`src/rtl/bcd_scan_ctrl_if.sv`:
```
// rtl/bcd_scan_ctrl_if.sv - command and display bundle for the BCD scan controller
// Purpose: groups the counter commands and the counter/display outputs.
// Signals:
//   count_en, clear, load, load_val : commands into the controller
//   digits, wrap, load_err          : counter state and one-cycle status pulses
//   seg, an                         : multiplexed active-low 7-segment drive
// Modports: master drives commands and observes outputs; slave is the controller.
interface bcd_scan_ctrl_if;
  logic        count_en;
  logic        clear;
  logic        load;
  logic [15:0] load_val;
  logic [15:0] digits;
  logic        wrap;
  logic        load_err;
  logic [6:0]  seg;
  logic [3:0]  an;

  modport master (
    output count_en, clear, load, load_val,
    input  digits, wrap, load_err, seg, an
  );

  modport slave (
    input  count_en, clear, load, load_val,
    output digits, wrap, load_err, seg, an
  );
endinterface

```
`src/rtl/bcd_scan_ctrl.sv`:
```
// rtl/bcd_scan_ctrl.sv - four-digit BCD counter with multiplexed 7-segment scan
// Purpose: BCD up-counter (clear > load > count_en) driving a time-multiplexed
//   active-low display; the scan runs freely off a SCAN_DIV-cycle prescaler.
// Ports:
//   clk   : system clock, rising edge
//   n_rst : asynchronous active-low reset
//   bus   : bcd_scan_ctrl_if.slave (commands in; digits, wrap, load_err, seg, an out)
// Parameter: SCAN_DIV (2..65535) clock cycles each digit is held active.
// Option: define BCD_BLANK_LEADING_ZEROS_EN to blank leading zeros on digits 3..1.
module bcd_scan_ctrl #(
  parameter int SCAN_DIV = 1000
) (
  input  logic            clk,
  input  logic            n_rst,
  bcd_scan_ctrl_if.slave  bus
);

  logic [15:0] digits_q;
  logic        wrap_q;
  logic        load_err_q;
  logic [15:0] pre_q;
  logic [15:0] pre_next;
  logic [1:0]  idx_q;
  logic [1:0]  idx_next;
  logic [3:0]  an_q;
  logic [6:0]  seg_q;

  logic [15:0] inc_val;
  logic        rollover;
  logic        carry;
  logic        load_ok;
  logic [3:0]  shown_digit;
  logic        blank;
  logic [6:0]  seg_next;

  function automatic logic [6:0] seg_code(input logic [3:0] d);
    case (d)
      4'd0:    seg_code = 7'b1000000;
      4'd1:    seg_code = 7'b1111001;
      4'd2:    seg_code = 7'b0100100;
      4'd3:    seg_code = 7'b0110000;
      4'd4:    seg_code = 7'b0011001;
      4'd5:    seg_code = 7'b0010010;
      4'd6:    seg_code = 7'b0000010;
      4'd7:    seg_code = 7'b1111000;
      4'd8:    seg_code = 7'b0000000;
      4'd9:    seg_code = 7'b0011000;
      default: seg_code = 7'b1111111;
    endcase
  endfunction

  // Ripple BCD increment: a digit advances only while every lower digit wraps 9->0.
  // A carry surviving all four digits means 9999 -> 0000.
  always_comb begin
    inc_val = digits_q;
    carry   = 1'b1;
    for (int i = 0; i < 4; i++) begin
      if (carry) begin
        if (digits_q[i*4 +: 4] == 4'd9) begin
          inc_val[i*4 +: 4] = 4'd0;
        end else begin
          inc_val[i*4 +: 4] = digits_q[i*4 +: 4] + 4'd1;
          carry = 1'b0;
        end
      end
    end
    rollover = carry;
  end

  always_comb begin
    load_ok = 1'b1;
    for (int i = 0; i < 4; i++) begin
      if (bus.load_val[i*4 +: 4] > 4'd9) load_ok = 1'b0;
    end
  end

  always_ff @(posedge clk or negedge n_rst) begin
    if (!n_rst) begin
      digits_q   <= 16'h0000;
      wrap_q     <= 1'b0;
      load_err_q <= 1'b0;
    end else begin
      wrap_q     <= 1'b0;
      load_err_q <= 1'b0;
      if (bus.clear) begin
        digits_q <= 16'h0000;
      end else if (bus.load) begin
        // A rejected load still consumes the cycle, so count_en is dropped.
        if (load_ok) digits_q <= bus.load_val;
        else         load_err_q <= 1'b1;
      end else if (bus.count_en) begin
        digits_q <= inc_val;
        wrap_q   <= rollover;
      end
    end
  end

  always_comb begin
    pre_next = pre_q + 16'd1;
    idx_next = idx_q;
    if (pre_q == 16'(SCAN_DIV - 1)) begin
      pre_next = 16'd0;
      idx_next = idx_q + 2'd1;
    end
  end

  // seg and an are both built from idx_next so they switch on the same edge;
  // seg samples the registered counter, hence one cycle behind a counter update.
  always_comb begin
    shown_digit = digits_q[idx_next*4 +: 4];
`ifdef BCD_BLANK_LEADING_ZEROS_EN
    blank = ((idx_next == 2'd3) && (digits_q[15:12] == 4'd0)) ||
            ((idx_next == 2'd2) && (digits_q[15:8]  == 8'd0)) ||
            ((idx_next == 2'd1) && (digits_q[15:4]  == 12'd0));
`else
    blank = 1'b0;
`endif
    seg_next = blank ? 7'b1111111 : seg_code(shown_digit);
  end

  always_ff @(posedge clk or negedge n_rst) begin
    if (!n_rst) begin
      pre_q <= 16'd0;
      idx_q <= 2'd0;
      an_q  <= 4'b1110;
      seg_q <= 7'b1000000;
    end else begin
      pre_q <= pre_next;
      idx_q <= idx_next;
      an_q  <= ~(4'b0001 << idx_next);
      seg_q <= seg_next;
    end
  end

  assign bus.digits   = digits_q;
  assign bus.wrap     = wrap_q;
  assign bus.load_err = load_err_q;
  assign bus.seg      = seg_q;
  assign bus.an       = an_q;

endmodule

```
`src/flat_wrapper.sv`:
```
// flat-port wrapper written by rule: the top's interface ports become plain ports
module bcd_scan_ctrl_flat 
#(
  parameter int SCAN_DIV = 1000
)
  (clk, n_rst, bus_count_en, bus_clear, bus_load, bus_load_val, bus_digits, bus_wrap, bus_load_err, bus_seg, bus_an);
  bcd_scan_ctrl_if bus_i ();
  input  logic clk;
  input  logic n_rst;
  input wire logic [$bits(bus_i.count_en)-1:0] bus_count_en;
  input wire logic [$bits(bus_i.clear)-1:0] bus_clear;
  input wire logic [$bits(bus_i.load)-1:0] bus_load;
  input wire logic [$bits(bus_i.load_val)-1:0] bus_load_val;
  output wire logic [$bits(bus_i.digits)-1:0] bus_digits;
  output wire logic [$bits(bus_i.wrap)-1:0] bus_wrap;
  output wire logic [$bits(bus_i.load_err)-1:0] bus_load_err;
  output wire logic [$bits(bus_i.seg)-1:0] bus_seg;
  output wire logic [$bits(bus_i.an)-1:0] bus_an;
  assign bus_i.count_en = bus_count_en;
  assign bus_i.clear = bus_clear;
  assign bus_i.load = bus_load;
  assign bus_i.load_val = bus_load_val;
  assign bus_digits = bus_i.digits;
  assign bus_wrap = bus_i.wrap;
  assign bus_load_err = bus_i.load_err;
  assign bus_seg = bus_i.seg;
  assign bus_an = bus_i.an;
  bcd_scan_ctrl #(.SCAN_DIV(SCAN_DIV)) u_core (.clk(clk), .n_rst(n_rst), .bus(bus_i));
endmodule
```
`config.mk`:
```
export PLATFORM = sky130hd
export DESIGN_NAME = bcd_scan_ctrl_flat
export DESIGN_NICKNAME = d
export VERILOG_FILES = /design/src/rtl/bcd_scan_ctrl_if.sv /design/src/rtl/bcd_scan_ctrl.sv /design/src/flat_wrapper.sv
export SDC_FILE = /design/constraint.sdc
export NUM_CORES = 1
export LEC_CHECK = 0
export CORE_ASPECT_RATIO = 1.75
export CORE_MARGIN = 2
export CORE_UTILIZATION = 65
export CTS_BUF_LIST = sky130_fd_sc_hd__clkbuf_8
export CTS_CLUSTER_SIZE = 14
export DETAILED_ROUTE_END_ITERATION = 10
export DONT_BUFFER_PORTS = 1
export PLACE_DENSITY = 0.83
export SETUP_SLACK_MARGIN = 0.02
export SLEW_MARGIN = 20
export SYNTH_ARGS = -nofsm -noshare
export SYNTH_HDL_FRONTEND = slang
export SYNTH_SLANG_ARGS = --single-unit
```
`constraint.sdc`:
```
create_clock -name clk -period 8.3 [get_ports clk]
set_input_delay 2.49 -clock clk [delete_from_list [all_inputs] [get_ports clk]]
set_output_delay 2.49 -clock clk [all_outputs]
set_load 0.03 [all_outputs]
```
After elaboration in Yosys (flattened, before gate mapping)

Memory sizes are Yosys's and may differ from the RTL's. A register that Yosys moved wholly into a read port is not among the register bits.
Cells that the tools add are included.

Input port bits: 21
Memory bits (read-only): 112
Bits in writable memories: 0
Latch bits: 0
Word-level logic and storage cells: 68
Memories: 1
Output and inout bits: 29
Bits in registers: 40

Mux-type cells: 30
Bitwise logic cells: 1
Divide/modulo/power cells: 0
Reductions and logical operators: 9
Add/subtract/negate cells: 6
Eq/ne operators: 6
Shift-type cells: 2
$mul: 0
$lt $le $gt $ge: 4

Memories:

| memory           | words | bits a word | read ports | clocked after memory_dff | write ports | line                | source |
|---|---|---|---|---|---|---|---|
| (name not given) | 16    | 7           | 1          | 1                        | 0           | bcd_scan_ctrl.sv:37 | `case (d)` |

Operators with widths:

| cell                  | count |
|---|---|
| $mux 16               | 5 |
| $mux 4                | 7 |
| $mux 1                | 17 |
| $add 16x1->16 const B | 1 |
| $add 4x1->4 const B   | 4 |
| $eq 16x10->1 const B  | 1 |
| $eq 4x4->1 const B    | 4 |
| $gt 4x4->1 const B    | 4 |
| $shiftx 16x5->4       | 1 |
| $reduce_bool 3->1     | 4 |
| $reduce_and 3->1      | 3 |
| $not 4->4             | 1 |
| $shl 1x2->4 const A   | 1 |
| $ne 3x2->1 const B    | 1 |
| $add 2x1->2 const B   | 1 |
| $mux 2                | 1 |
| $reduce_and 2->1      | 1 |
| $logic_not 1->1       | 1 |

Longest topological paths before layout

Word-level depth: 8
Mapped depth: 11
Gate-level depth less buffers: 10

Least setup slack after synthesis

No wires, ideal clock.

Path type: input-to-reg
Start: input bus_load_val[6]
End: register u_core.digits_q[12] (netlist: u_core.bus.digits[12])
Path slack: 4.510 ns
Setup time: 0.141 ns
Data required time: 8.159 ns
Cell stages on the path: 6
Arrival: 3.650 ns
Buffers on the path: 0
Path through: o21ai_0 -> and4_1 -> a211oi_1 -> o21bai_1 -> or2_2 -> o31ai_1

Cells in the longest elaborated chain, start to end: 6

Ends and longest elaborated chain:

| element                    | line                | source |
|---|---|---|
| start: declaration         | flat_wrapper.sv:13  | `input wire logic [$bits(bus_i.load_val)-1:0] bus_load_val;` |
| $gt 4x4->1                 | bcd_scan_ctrl.sv:73 | `if (bus.load_val[i*4 +: 4] > 4'd9) load_ok = 1'b0;` |
| $mux 1 (3 in a row)        | bcd_scan_ctrl.sv:73 |  |
| $ne 3x2->1 (no line)       | -                   |  |
| $reduce_and 3->1 (no line) | -                   |  |
| end signal: assignment     | bcd_scan_ctrl.sv:89 | `if (load_ok) digits_q <= bus.load_val;` |
| end signal: assignment     | bcd_scan_ctrl.sv:92 | `digits_q <= inc_val;` |
| end: declaration           | bcd_scan_ctrl.sv:18 | `logic [15:0] digits_q;` |

Every way passes these cells.
A chain may end at the register's enable or synchronous reset.

Worst setup path after layout

Start: input bus_load_val[2]
End: register u_core.digits_q[8] (netlist: u_core.bus.digits[8])

Cells in the longest elaborated chain, start to end: 7

Ends and longest elaborated chain:

| element                    | line |
|---|---|
| $gt 4x4->1                 | bcd_scan_ctrl.sv:73 |
| $mux 1 (4 in a row)        | bcd_scan_ctrl.sv:73 |
| $ne 3x2->1 (no line)       | - |
| $reduce_and 3->1 (no line) | - |

Every way passes these cells.

==> flow_metrics.py <==
metrics = {
    "run_status": {
        "outcome": "completed",
    },
    "timing": {
        "report.final.slew_viol_count": 0,
        "grt_setup_unrepaired": "false",
        "max_freq_ghz": 0.245,
        "final.setup_skew_ns": 0.00762,
        "worst_pin_slew_ns": 0.771,
        "timing.slew.headroom_pct": 48.6,
        "setup_tns_ns": 0,
        "layout_worst_path_cycle_share_pct": 49.1,
        "post-route-min-period_ns": 4.08,
        "timing.hold.ws_ns": 0.475,
        "setup-violations-final": 0,
        "final_hold_viol_count": 0,
    },
    "clock_network": {
        "hold_buffers": 0,
        "ctsResizeCount": 0,
        "cts_made_buffers": 5,
        "cts-root-buf": "sky130_fd_sc_hd__clkbuf_8",
        "htree_num_levels": 2,
        "clk_latency_ns": 0.30,
        "clkSinkCount": 47,
        "cts.reportedPaths.clkPinSlew_ns": 0.09,
        "cts_tree": "done",
        "postCtsSetupRepairBufs": 0,
        "cts_max_path_buffers": 2,
    },
    "power": {
        "p_switching_uw": 172,
        "p_leak_nw": 1.20,
        "power.density_mw_per_mm2": 181,
        "share_comb_of_total_power_pct": 12.9,
        "power_frac_seq_pct": 60.1,
        "internal-power_uw": 347,
        "switching_share_pct": 33.1,
        "vdd_ir_drop_max_mv": 0.136,
        "power.share.clock_pct": 27.0,
    },
    "global_route": {
        "antenna_found_initial": 0,
        "track_usage_pct": 27.3,
        "global_route.overflow_total": 0,
        "first_global_vias": 2165,
        "grt_pass1_wl_mm": 9.85,
        "pin_count_of_the_biggest_net_entering_global_routing": 48,
    },
    "drt": {
        "number_of_design_rule_violations_left_after_detail_routing": 0,
        "antenna_left": 0,
        "dr_total_vias": 2154,
        "post_drt_via_cell_ratio": 6.32,
        "dr.pass1.iters": 4,
        "postRouteWirelength_mm": 5.87,
        "drtIter0Drc": 55,
        "route.detailed.wl_per_inst_um": 17.2,
    },
    "synthesis": {
        "yosys_register_bits": 47,
        "synth_cells": 299,
        "ys.warnings.count": 0,
        "synthFlopType": "sky130_fd_sc_hd__dfrtp_1",
        "netlist-cell-type-count": 51,
        "async_reset_ff_share_pct": 100,
        "syn-mean-instance-area_um2": 9.28,
        "synth-edff-count": 0,
        "net_count_synth": 322,
        "synth-seq-area-share_pct": 42.6,
        "cell_area_after_synthesis_mm2": 0.00277,
    },
    "critical_path": {
        "start_kind": "input pin",
        "path_class": "in2reg",
        "worst_path_largest_cell_delay_ns": 0.36,
        "cp_max_fo": 7,
        "kind_of_end_point_of_the_critical_path": "flip-flop",
        "cp_slowest_cell": "sky130_fd_sc_hd__o21ai_0",
        "cp_cell_sequence": "o21ai_0 > and4_1 > a221oi_1 > clkbuf_2 > o21bai_1 > or2_2 > o31ai_1",
        "critical_path_arrival_ns": 4.29,
        "worst_path_required_time_ns": 8.51,
    },
    "worst_hold_path": {
        "worstHoldPathType": "reg2reg",
    },
    "placement": {
        "gp_routability_congestion": 0.861,
        "io_buffers": 0,
        "dp.final_hpwl_mm": 4.21,
    },
    "die": {
        "die_width_um": 53.4,
        "start_util_pct": 67.5,
        "top_level_port_count": 50,
        "design.die.area_mm2": 0.00483,
        "num_rows": 31,
        "core_ar_mm2": 0.00411,
        "chipHeight_um": 90.4,
    },
    "job": {
        "timing.max_cap.violations": 0,
    },
    "cells_and_area": {
        "insertedDiodeCount": 0,
        "layout.nets": 314,
        "num-fill-cells": 356,
        "layout-area-overhead-vs-synth_pct": 3.38,
        "final_layout_size_suffix_gt1_share_pct": 9.93,
    },
}
## metrics by stage
step / instances / setup WS, ns / total power, mW / instance area (um2) / utilization, %
finish: 341 / 4.22 / 0.519 / 2870 / 69.8
global route: 341 / 4.12 / 0.548 / 2870 / 69.8
global placement: 332 / 3.93 / 0.380 / 2770 / 67.4
CTS: 340 / 4.09 / 0.520 / 2860 / 69.6
floorplan: 299 / 4.51 / 0.366 / 2770 / -
detailed placement: 332 / 3.79 / 0.384 / 2770 / 67.4
## critical path, delay by kind of cell
family / cells / cell delay [ns]
simple gates: 2 / 0.63
buf+inv: 1 / 0.19
compound gates: 4 / 0.98
## flip-flops by register name (all words and copies together) (netlist names)
| signal | count |
|---|---|
| u_core.bus.wrap | 1 |
| u_core.bus.load_err | 1 |
| u_core.bus.digits | 16 |
| u_core.bus.an | 4 |
| u_core.idx_q | 2 |
| u_core.pre_q | 16 |
| u_core.bus.seg | 7 |
## area by class of cell
cell class              count  area [um2]  area share (%)
flip-flops and latches     47        1180            41.2
multi-input cells         231        1510            52.5
well taps                  49        61.3            2.14
repair buffers              2        12.5           0.436
inverters                   4        15.0           0.524
clock inverters             2        8.76           0.305
clock buffers               6        82.6            2.88
## power by group through the flow
| stage | registers (mW) | logic [mW] | clock network [mW] |
|---|---|---|---|
| 2_1_floorplan | 0.303 | 0.0637 | 0 |
| 3_3_place_gp | 0.316 | 0.0642 | 0 |
| 3_5_place_dp | 0.317 | 0.0671 | 0 |
| 4_1_cts | 0.312 | 0.0673 | 0.141 |
| 5_1_grt | 0.315 | 0.0762 | 0.157 |
| 6_report | 0.312 | 0.0671 | 0.140 |
## cells by family (layout without fill, tap and decap cells)
kind of cell             count (synthesis)  in the layout  share of synthesized area (%)
multiplexers                            17             17                           6.68
AO/OA/AOI/OAI                           74             74                           16.6
XOR/XNOR                                19             19                           6.00
adder cells (fa/ha/maj)                  2              2                          0.902
flip-flops                              47             47                           42.6
buffers and inverters                   21             14                           3.11
AND/OR/NAND/NOR                        119            119                           24.1
## cell usage after synthesis, types with 2 or more instances
| cell type | count | area share, % |
|---|---|---|
| sky130_fd_sc_hd__inv_1 | 4 | 0.54 |
| sky130_fd_sc_hd__mux2_2 | 7 | 2.8 |
| sky130_fd_sc_hd__or3_1 | 2 | 0.45 |
| sky130_fd_sc_hd__a21oi_1 | 18 | 3.2 |
| sky130_fd_sc_hd__a211o_1 | 2 | 0.63 |
| sky130_fd_sc_hd__o21ai_0 | 31 | 5.6 |
| sky130_fd_sc_hd__nand3_1 | 5 | 0.90 |
| sky130_fd_sc_hd__nor2_1 | 26 | 3.5 |
| sky130_fd_sc_hd__buf_1 | 2 | 0.27 |
| sky130_fd_sc_hd__o21bai_1 | 2 | 0.54 |
| sky130_fd_sc_hd__nand4b_1 | 2 | 0.63 |
| sky130_fd_sc_hd__ha_1 | 2 | 0.90 |
| sky130_fd_sc_hd__and3_1 | 5 | 1.1 |
| sky130_fd_sc_hd__xnor2_1 | 9 | 2.8 |
| sky130_fd_sc_hd__mux2i_1 | 8 | 2.9 |
| sky130_fd_sc_hd__clkbuf_1 | 14 | 1.9 |
| sky130_fd_sc_hd__nand4_1 | 3 | 0.68 |
| sky130_fd_sc_hd__nand2_1 | 19 | 2.6 |
| sky130_fd_sc_hd__o31ai_1 | 3 | 0.81 |
| sky130_fd_sc_hd__and2_1 | 6 | 1.4 |
| sky130_fd_sc_hd__nor3b_1 | 6 | 1.6 |
| sky130_fd_sc_hd__o21a_1 | 3 | 0.81 |
| sky130_fd_sc_hd__xor2_1 | 10 | 3.2 |
| sky130_fd_sc_hd__dfrtp_1 | 43 | 39 |
| sky130_fd_sc_hd__nor3_1 | 9 | 1.6 |
| sky130_fd_sc_hd__a31oi_1 | 2 | 0.45 |
| sky130_fd_sc_hd__dfstp_2 | 4 | 3.8 |
| sky130_fd_sc_hd__and3b_1 | 2 | 0.63 |
| sky130_fd_sc_hd__nor4b_1 | 4 | 1.3 |
| sky130_fd_sc_hd__nor2b_1 | 13 | 2.9 |
| sky130_fd_sc_hd__a2bb2oi_1 | 3 | 0.95 |
| sky130_fd_sc_hd__nand2b_1 | 8 | 1.8 |
| sky130_fd_sc_hd__or2_2 | 4 | 0.90 |
## layout by cell type (no fill, tap or decap), drive strengths merged, types with 4 or more instances in the layout
| cell | instances |
|---|---|
| a21oi | 18 |
| and2 | 6 |
| and3 | 5 |
| clkbuf | 7 |
| dfrtp | 43 |
| dfstp | 4 |
| inv | 5 |
| mux2 | 9 |
| mux2i | 8 |
| nand2 | 19 |
| nand2b | 8 |
| nand3 | 5 |
| nor2 | 26 |
| nor2b | 13 |
| nor3 | 9 |
| nor3b | 6 |
| nor4b | 4 |
| o21ai | 32 |
| or2 | 5 |
| xnor2 | 9 |
| xor2 | 10 |
## per-layer routing
metal	wire length, um	vias up	share of wire, %	GRT usage [%]
met5	0	-	0	0
met4	234	0	4.0	13.2
met3	206	18	3.5	5.63
met2	3200	52	54	46.4
met1	2240	1049	38	30.9
li1	-	1035	-	-
## final timing paths
kind                             startpoint                   end  slack, ns  depth (start not counted)
min                         u_core.pre_q[0]       u_core.pre_q[0]       0.48                          1
max reg2reg                u_core.pre_q[10]     u_core.bus.seg[3]       5.20                         10
min reg2reg                 u_core.pre_q[0]       u_core.pre_q[0]       0.48                          1
max                         bus_load_val[2]  u_core.bus.digits[8]       4.22                          7
min in group asynchronous             n_rst  u_core.bus.digits[6]       1.88                          0
max in group asynchronous             n_rst     u_core.bus.seg[6]       6.24                          0
Note: power is estimated with default switching activity, not from simulation.
